### src/rtl/fetch_unit.sv
// Instruction-fetch stage: holds the PC and picks the next PC from sequential, branch and jump requests.
// Latency: zero cycles from instr_in to instr_out. A PC request takes effect at the next rising edge.
// Backpressure: stall holds PC, count and state, and drops any branch or jump seen that cycle.
// With FETCH_HALT_EN defined, an all-zero instruction word parks the unit in HALT until rst.
// Without it, an all-zero word is an ordinary NOP and fetch never stops.
module fetch_unit #(
    parameter logic [31:0] PC_RESET = 32'h0000_0000,
    parameter int          ADDR_W   = 5,
    parameter int          COUNT_W  = 16
) (
    input  logic               clk,
    input  logic               rst,
    input  logic               stall,
    input  logic               branch_taken,
    input  logic [15:0]        branch_offset,
    input  logic               jump,
    input  logic [25:0]        jump_target,
    input  logic [31:0]        instr_in,
    output logic [ADDR_W-1:0]  imem_addr,
    output logic [31:0]        pc,
    output logic [31:0]        pc_plus4,
    output logic [31:0]        instr_out,
    output logic               instr_valid,
    output logic               halted,
    output logic [COUNT_W-1:0] fetch_count
);

    // PC is always word aligned, so the low two bits of the reset value are dropped.
    localparam logic [31:0] PC_INIT = {PC_RESET[31:2], 2'b00};

    logic [31:0] branch_pc;
    logic [31:0] jump_pc;
    logic [31:0] next_pc;
    logic        advance;

    // Byte offset of a taken branch: sign-extended word offset times four.
    logic [31:0] branch_disp;
    assign branch_disp = {{14{branch_offset[15]}}, branch_offset, 2'b00};

    assign pc_plus4  = pc + 32'd4;
    assign branch_pc = pc_plus4 + branch_disp;
    assign jump_pc   = {pc_plus4[31:28], jump_target, 2'b00};
    // Low word-index bits only, so sequential fetch wraps word 31 -> 0 on its own.
    assign imem_addr = pc[ADDR_W+1:2];

    // Next-PC select: jump beats branch, branch beats sequential.
    always_comb begin
        next_pc = pc_plus4;
        if (jump) begin
            next_pc = jump_pc;
        end else if (branch_taken) begin
            next_pc = branch_pc;
        end
    end

`ifdef FETCH_HALT_EN
    typedef enum logic {
        RUN  = 1'b0,
        HALT = 1'b1
    } state_t;

    state_t state;
    logic   valid_q;
    logic   halted_q;
    logic   zero_instr;

    assign zero_instr = (instr_in == 32'h0);

    // The edge that sees the zero word moves to HALT instead of advancing the PC.
    assign advance = (state == RUN) && !stall && !zero_instr;

    // Run/halt state with registered valid and halted flags; only rst leaves HALT.
    always_ff @(posedge clk) begin
        if (rst) begin
            state    <= RUN;
            valid_q  <= 1'b1;
            halted_q <= 1'b0;
        end else begin
            case (state)
                RUN: begin
                    if (!stall && zero_instr) begin
                        state    <= HALT;
                        valid_q  <= 1'b0;
                        halted_q <= 1'b1;
                    end
                end
                HALT: begin
                    state    <= HALT;
                    valid_q  <= 1'b0;
                    halted_q <= 1'b1;
                end
                default: begin
                    state    <= RUN;
                    valid_q  <= 1'b1;
                    halted_q <= 1'b0;
                end
            endcase
        end
    end

    assign instr_valid = valid_q;
    assign halted      = halted_q;
    // Decode sees a bubble of zeros once fetch has stopped.
    assign instr_out   = valid_q ? instr_in : 32'h0;
`else
    // No halt state: every unstalled edge advances, zero words included.
    assign advance     = !stall;
    assign instr_valid = 1'b1;
    assign halted      = 1'b0;
    assign instr_out   = instr_in;
`endif

    // PC register and saturating fetch counter, both move only on advancing edges.
    always_ff @(posedge clk) begin
        if (rst) begin
            pc          <= PC_INIT;
            fetch_count <= '0;
        end else if (advance) begin
            pc <= next_pc;
            if (fetch_count != {COUNT_W{1'b1}}) begin
                fetch_count <= fetch_count + COUNT_W'(1);
            end
        end
    end

endmodule

### config.mk
export PLATFORM = sky130hd
export DESIGN_NAME = fetch_unit
export DESIGN_NICKNAME = d
export VERILOG_FILES = /design/src/rtl/fetch_unit.sv
export SDC_FILE = /design/constraint.sdc
export NUM_CORES = 1
export LEC_CHECK = 0
export ABC_AREA = 1
export BUFFER_PORTS_ARGS = -buffer_cell sky130_fd_sc_hd__buf_2
export CORE_AREA = 2 2 109 111
export CTS_BUF_LIST = sky130_fd_sc_hd__clkbuf_16
export DETAILED_ROUTE_END_ITERATION = 16
export DIE_AREA = 0 0 111 113
export MAX_ROUTING_LAYER = met4
export PLACE_DENSITY = 0.83
export SYNTH_ARGS = -nofsm -noshare
export SYNTH_HDL_FRONTEND = slang
export SYNTH_SLANG_ARGS = --single-unit
### constraint.sdc
create_clock -name clk -period 3 [get_ports clk]
set_input_delay 0.3 -clock clk [delete_from_list [all_inputs] [get_ports clk]]
set_output_delay 0.3 -clock clk [all_outputs]
set_load 0.005 [all_outputs]
# After elaboration in Yosys (flattened, before gate mapping)
# Cells that the tools add are included.
op_classes:
  n_reduce_logical: 1
  eq_ne: 1
  bitwise: 1
  add_sub_neg: 3
  muxes: 2
ops:
  columns: ["cell", "count"]
  rows:
  - ["2-to-1 mux 32 bit", 2]
  - ["adder 32 x 3 -> 32 bit, second input constant", 1]
  - ["adder 32 bit", 1]
  - ["adder 16 x 1 -> 16 bit, second input constant", 1]
  - ["!= test 16 bit, second input constant", 1]
  - ["AND reduction 2 bit", 1]
  - ["inverter 1 bit", 1]
word_totals:
  reg_bits: 48
  in_bits: 79
  wordCells: 10
  out_inout_bits: 119

# Longest topological paths before layout
logic_depth:
  depth_word: 4
  ltp_mapped: 23
  depth_no_buf: 23

# Worst setup path before layout
# OpenSTA, ideal clock, no wires.
synth_path:
  path_type: "register -> register"
  from: "reg pc[2]"
  to: "reg pc[25]"
  path_stages_with_launch: 19
  arrival_time_ns: 2.521
  synth_period_minus_slack_ns: 2.591
  setup_ns: 0.070
  path_buffers: 0
  setup_slack_ns: 0.409
  required_ns: 2.930
  cell_sequence: "dfxtp_1 ha_1 nand3_2 inv_1 nand2_2 nor2_1 xnor2_1 inv_1 ha_1 nand2_1 nor2_1 inv_1 o21ai_0 nand2_1 nand3_1 nand2_1 nand3_1 nand2_1 a21oi_1"
synth_between:
  elab_chain_len: 4
synth_rtl:
  columns: ["element", "line_no", "rtl"]
  rows:
  - ["from (decl)", "20", "output logic [31:0] pc,"]
  - ["from (signal assigned)", "119", "pc <= next_pc;"]
  - ["adder 32 x 3 -> 32 bit", "40", "assign pc_plus4 = pc + 32'd4;"]
  - ["named net pc_plus4[16]", "21", "output logic [31:0] pc_plus4,"]
  - ["adder 32 bit", "41", "assign branch_pc = pc_plus4 + branch_disp;"]
  - ["2-to-1 mux 32 bit", "51", "end else if (branch_taken) begin"]
  - ["2-to-1 mux 32 bit", "49", "if (jump) begin"]
# The timed path passes the listed nets, and every way through them passes these cells.
# A chain may end at the register's enable or synchronous reset.

# Worst setup path after layout
layout_path:
  from: "reg pc[12]"
  to: "reg pc[22]"
layout_between:
  elab_chain_len: 4
layout_rtl:
  columns: ["element", "line_no"]
  rows:
  - ["adder 32 x 3 -> 32 bit (*)", "40"]
  - ["adder 32 bit", "41"]
  - ["2-to-1 mux 32 bit (*)", "51"]
  - ["2-to-1 mux 32 bit (*)", "49"]
# Mark *: on every way between the ends. The rest lies on a longest branch, timed or not.

==> results.txt <==
- The critical path is of the reg -> reg type.
- Clk Tree Root Cell: clkbuf_16
* Crit Reg-Reg Endpoint: pc[22]$_SDFFE_PP0N_
* Die Y-Extent: 113 µm
- Minimum setup slack among reg-to-reg paths: between 0.07 and 0.08 ns
- Number of placed I/O pins: between 150 and 200
- The worst register-to-register path has a depth of 18.
- For this run, asynchronously set or reset flops after synthesis account for 0%.
- The total area inside the core boundary comes to ~11000 µm².
- Iter 0 DRT Violations: between 600 and 700
- Cells with a size suffix above 1 make up 25.40% of the layout.
- Syn_area_per_cell: 5.703 µm²
* Initial core utilization: 49.58%
* Placed wire-length estimate after detailed placement: 16000 µm
- R2R Path Start: pc[12]$_SDFFE_PP0N_
- Global-route wire length before repair: about 31000 µm
* Total Routing Usage GR: about a third
* Ranking of synthesized cells by area: nand2_1 (18%), dfxtp_1 (16%), inv_1 (10%)
- The flow ran to the end, and the final reports show no timing, DRC or antenna violations.
* CP most frequent cell: nand2_1
* Number of port buffers: roughly 130
- After routing, the total negative slack on setup checks comes to 0 ns.
- TritonRoute pass-1 iters: 5
* Total power consumption of the routed design: between 2000 and 2500 µW
- Among all flip-flop cells after synthesis, the most frequent one is dfxtp_1.
* Seq/Total Area, Yosys: between 10% and 20%
* Instance count on the critical path: 18
* Die extent in x: between 100 and 150 µm
- Depth of the CTS H-tree: 2
* Dominant cell type by area after synthesis: nand2_1
* Leak Pwr: 0.003656 µW
* Power spent charging and discharging nets: between 800 and 900 µW
- Fraction of synthesized cell area taken by the top area cell type: 18.40%
* CP top delay family: simple AND/OR/NAND/NOR gates
- Via Count: 6915
- First element of the critical path: pc[12]$_SDFFE_PP0N_
- Worst Setup End Kind: flip-flop
- WL met3: around 1600 µm
- Critical path launch point type: flip-flop
- Fraction of power spent switching nets: about two fifths
- Yosys warnings: 0
- Crit path time final: ~2.9 ns
- Setup repair after global routing could not meet its margin everywhere.
- Internal Pwr Total: about 1300 µW
* Last element of the critical path: pc[22]$_SDFFE_PP0N_
- Dividing the detail-routed wire length by the instance count gives approximately 16 µm.
* Detailed-route vias per instance: 5.484
- Post-route standard cell area excluding fillers: between 6000 and 7000 µm²
- Worst min-delay path category: in -> reg
* Number of synthesized flops with an enable pin: 0
- # nets final: about 1200
* N_diodes: 0
* Final weighted congestion in routability-driven placement: approximately 1
* Ordered list of cells on the worst path: nand2_1 -> nor2_2 -> nand2_1 -> nor2_4 -> buf_4 -> xor2_1 -> buf_4 -> ha_4 -> nand2_1 -> inv_1 -> buf_4 -> nand2_1 -> nor2_2 -> nand4_1 -> nand4_1 -> nand3_1 -> nand2_1 -> a21oi_1
- Clock-pin slew of the registers on the worst-case setup and hold paths: around 0.080 ns
- The number of global-route vias before repair was 6224.
- The clock network burns 25.9% of the power.
- The final count of pins violating max slew was 0.
- Counting both buffers and inverters, the worst setup path holds a total of 4.
- Number of nets still failing antenna checks after routing: 0
* Logic gate share of total power: a little over two fifths
- Worst hold path stage count: 2
* TritonCTS clock tree: done
* Metal-1 WL: ~8800 µm
* TritonCTS buffer count: 5
* Share of the cycle needed by the critical path after routing: 97.66%
* Slew HR: between 40% and 50%
- Synthesis instantiated 47 different standard cells from the library.
- Once placement finished, the instance area stood at roughly 6400 µm².
* Final setup vio count: 0
* Measured slew at the worst slew-check pin: between 0.8 and 0.9 ns
* GRT overflow: 0
- From synthesis to final layout, the design area changed by 23.15%.
* Max clock buf depth: 2
- Hold Violations, Final: 0
- Number of max-cap violations: 0
* TritonCTS sink count: 46
- Sequential cells account for a little under a third of the total power.
* Wire length on met2: around 8900 µm
- Entering global routing, the biggest net connects 36 pins.
- For this block, the routed nets add up to slightly above 20000 µm of wire.
- Biggest cell delay along the critical path: roughly 0.41 ns
- Setup clock skew after layout: 0.01401 ns
* Rows: 39
* Count of unresolved DRC violations after routing: 0
- In this run, synthesis produced a sequential element count of 46.
* Maximum resistive drop on vdd: approximately 240 µV
- The initial antenna violation count was 0.
- Hold-fix buffers at CTS: 0
- Among all stages on the critical path, the largest delay is contributed by dfxtp_4.
- Worst endpoint required time: approximately 3.2 ns
* Highest metal layer with signal wires: met4
- For the worst-skew pair, the clock arrives at the later sink with an insertion delay of approximately 0.3 ns.
- P per Cell Area: about 320 nW/µm²
- Die area: ~13000 µm²
- Synthesis handed over a netlist of 980 instances.
- The synthesized netlist occupies a cell area of roughly 5600 µm².
- Highest achievable clock rate: about 0.34 GHz
- Signal arrival time at the worst endpoint: between 3 and 4 ns
- Largest fanout on the critical path: 5
-- worst reg2reg max path: stages, from the launching register on --
cell     delay, ns
dfxtp_4       0.41
nand2_1       0.09
nor2_2        0.17
nand2_1       0.11
nor2_4        0.19
buf_4         0.14
xor2_1        0.05
buf_4         0.16
ha_4          0.30
nand2_1       0.08
inv_1         0.11
buf_4         0.13
nand2_1       0.10
nor2_2        0.14
nand4_1       0.16
nand4_1       0.13
nand3_1       0.16
nand2_1       0.12
a21oi_1       0.07
-- what timing repair did --
action,CTS,global route
pin swaps,0,11
setup endpoints to repair,8,18
buffers inserted,0,4
gates resized for setup,6,69
-- worst min-delay path by stage --
stage	from	to
final	rst	fetch_count[15]$_SDFFE_PP0P_
after global routing	rst	fetch_count[4]$_SDFFE_PP0P_
after CTS	rst	fetch_count[15]$_SDFFE_PP0P_
after detailed placement	fetch_count[7]$_SDFFE_PP0P_	fetch_count[7]$_SDFFE_PP0P_
after floorplan	rst	fetch_count[15]$_SDFFE_PP0P_
after global placement	fetch_count[7]$_SDFFE_PP0P_	fetch_count[7]$_SDFFE_PP0P_
-- metal layers --
layer | GRT usage (%) | vias to the layer above
met5 | - | -
met2 | 48.71 | 380
met1 | 41.50 | 3106
met4 | 15.25 | 0
li1 | - | 3367
met3 | 4.392 | 62
-- synth_stat cells (all sizes together) (2+ instances only) --
library cell / count
nand4: 12
conb: 2
o211ai: 2
nor2: 84
a21o: 4
clkbuf: 16
nor4: 2
ha: 38
inv: 153
xor2: 14
o21bai: 7
nor3b: 3
a31oi: 6
nand2: 281
or2: 7
a21oi: 93
o21ai: 59
nor3: 18
and2: 5
xnor2: 7
dfxtp: 46
nand3: 63
nand3b: 2
buf: 45
and3: 2
-- cells by family after synthesis --
group / after synthesis / share of synthesized area (%)
AO/OA/AOI/OAI: 178 / 17.17
adder cells (fa/ha/maj): 39 / 8.865
flip-flops: 46 / 16.48
AND/OR/NAND/NOR: 479 / 36.53
other: 2 / 0.1344
buffers and inverters: 215 / 17.53
XOR/XNOR: 21 / 3.291
-- through the flow --
| stage | hold WS (ns) | std cells | setup slack (ns) | util (%) |
|---|---|---|---|---|
| after floorplan | 0.3691 | 984 | 0.4088 | - |
| after global placement | 0.4790 | 1249 | -0.1460 | 57.11 |
| after detailed placement | 0.4836 | 1249 | -0.1481 | 57.11 |
| after CTS | 0.2793 | 1257 | -0.01440 | 58.47 |
| after global routing | 0.3013 | 1261 | -0.08496 | 61.06 |
| final | 0.2860 | 1261 | 0.07016 | 61.06 |
-- layout by cell type, fill, tap and decap left out, types with 10 or more instances in the layout --
cell	n
nand2_1	271
inv_1	146
buf_2	127
a21oi_1	86
nor2_1	64
nand3_1	60
buf_4	60
o21ai_0	52
dfxtp_1	32
ha_1	29
nor2_2	17
nand4_1	12
nor3_1	11
xor2_1	11
nand2_2	10
dfxtp_2	10
-- registers in the layout (all words and copies together), names as in the netlist --
register	flops
pc	30
fetch_count	16
-- final cells by class --
class,instances,area (µm²)
multi-input cells,723,3945
well taps,143,178.9
fillers,1113,4389
flip-flops and latches,46,948.4
clock inverters,3,21.27
inverters,154,578.1
clock buffers,5,125.1
repair buffers,187,1086
-- power by group through the flow --
stage	combinational, µW	sequential (µW)	clock [µW]
2_1_floorplan	564	703	0
3_3_place_gp	874	702	0
3_5_place_dp	884	702	0
4_1_cts	891	689	566
5_1_grt	1070	699	599
6_report	964	694	578
Power figures use the tool's default switching activity.
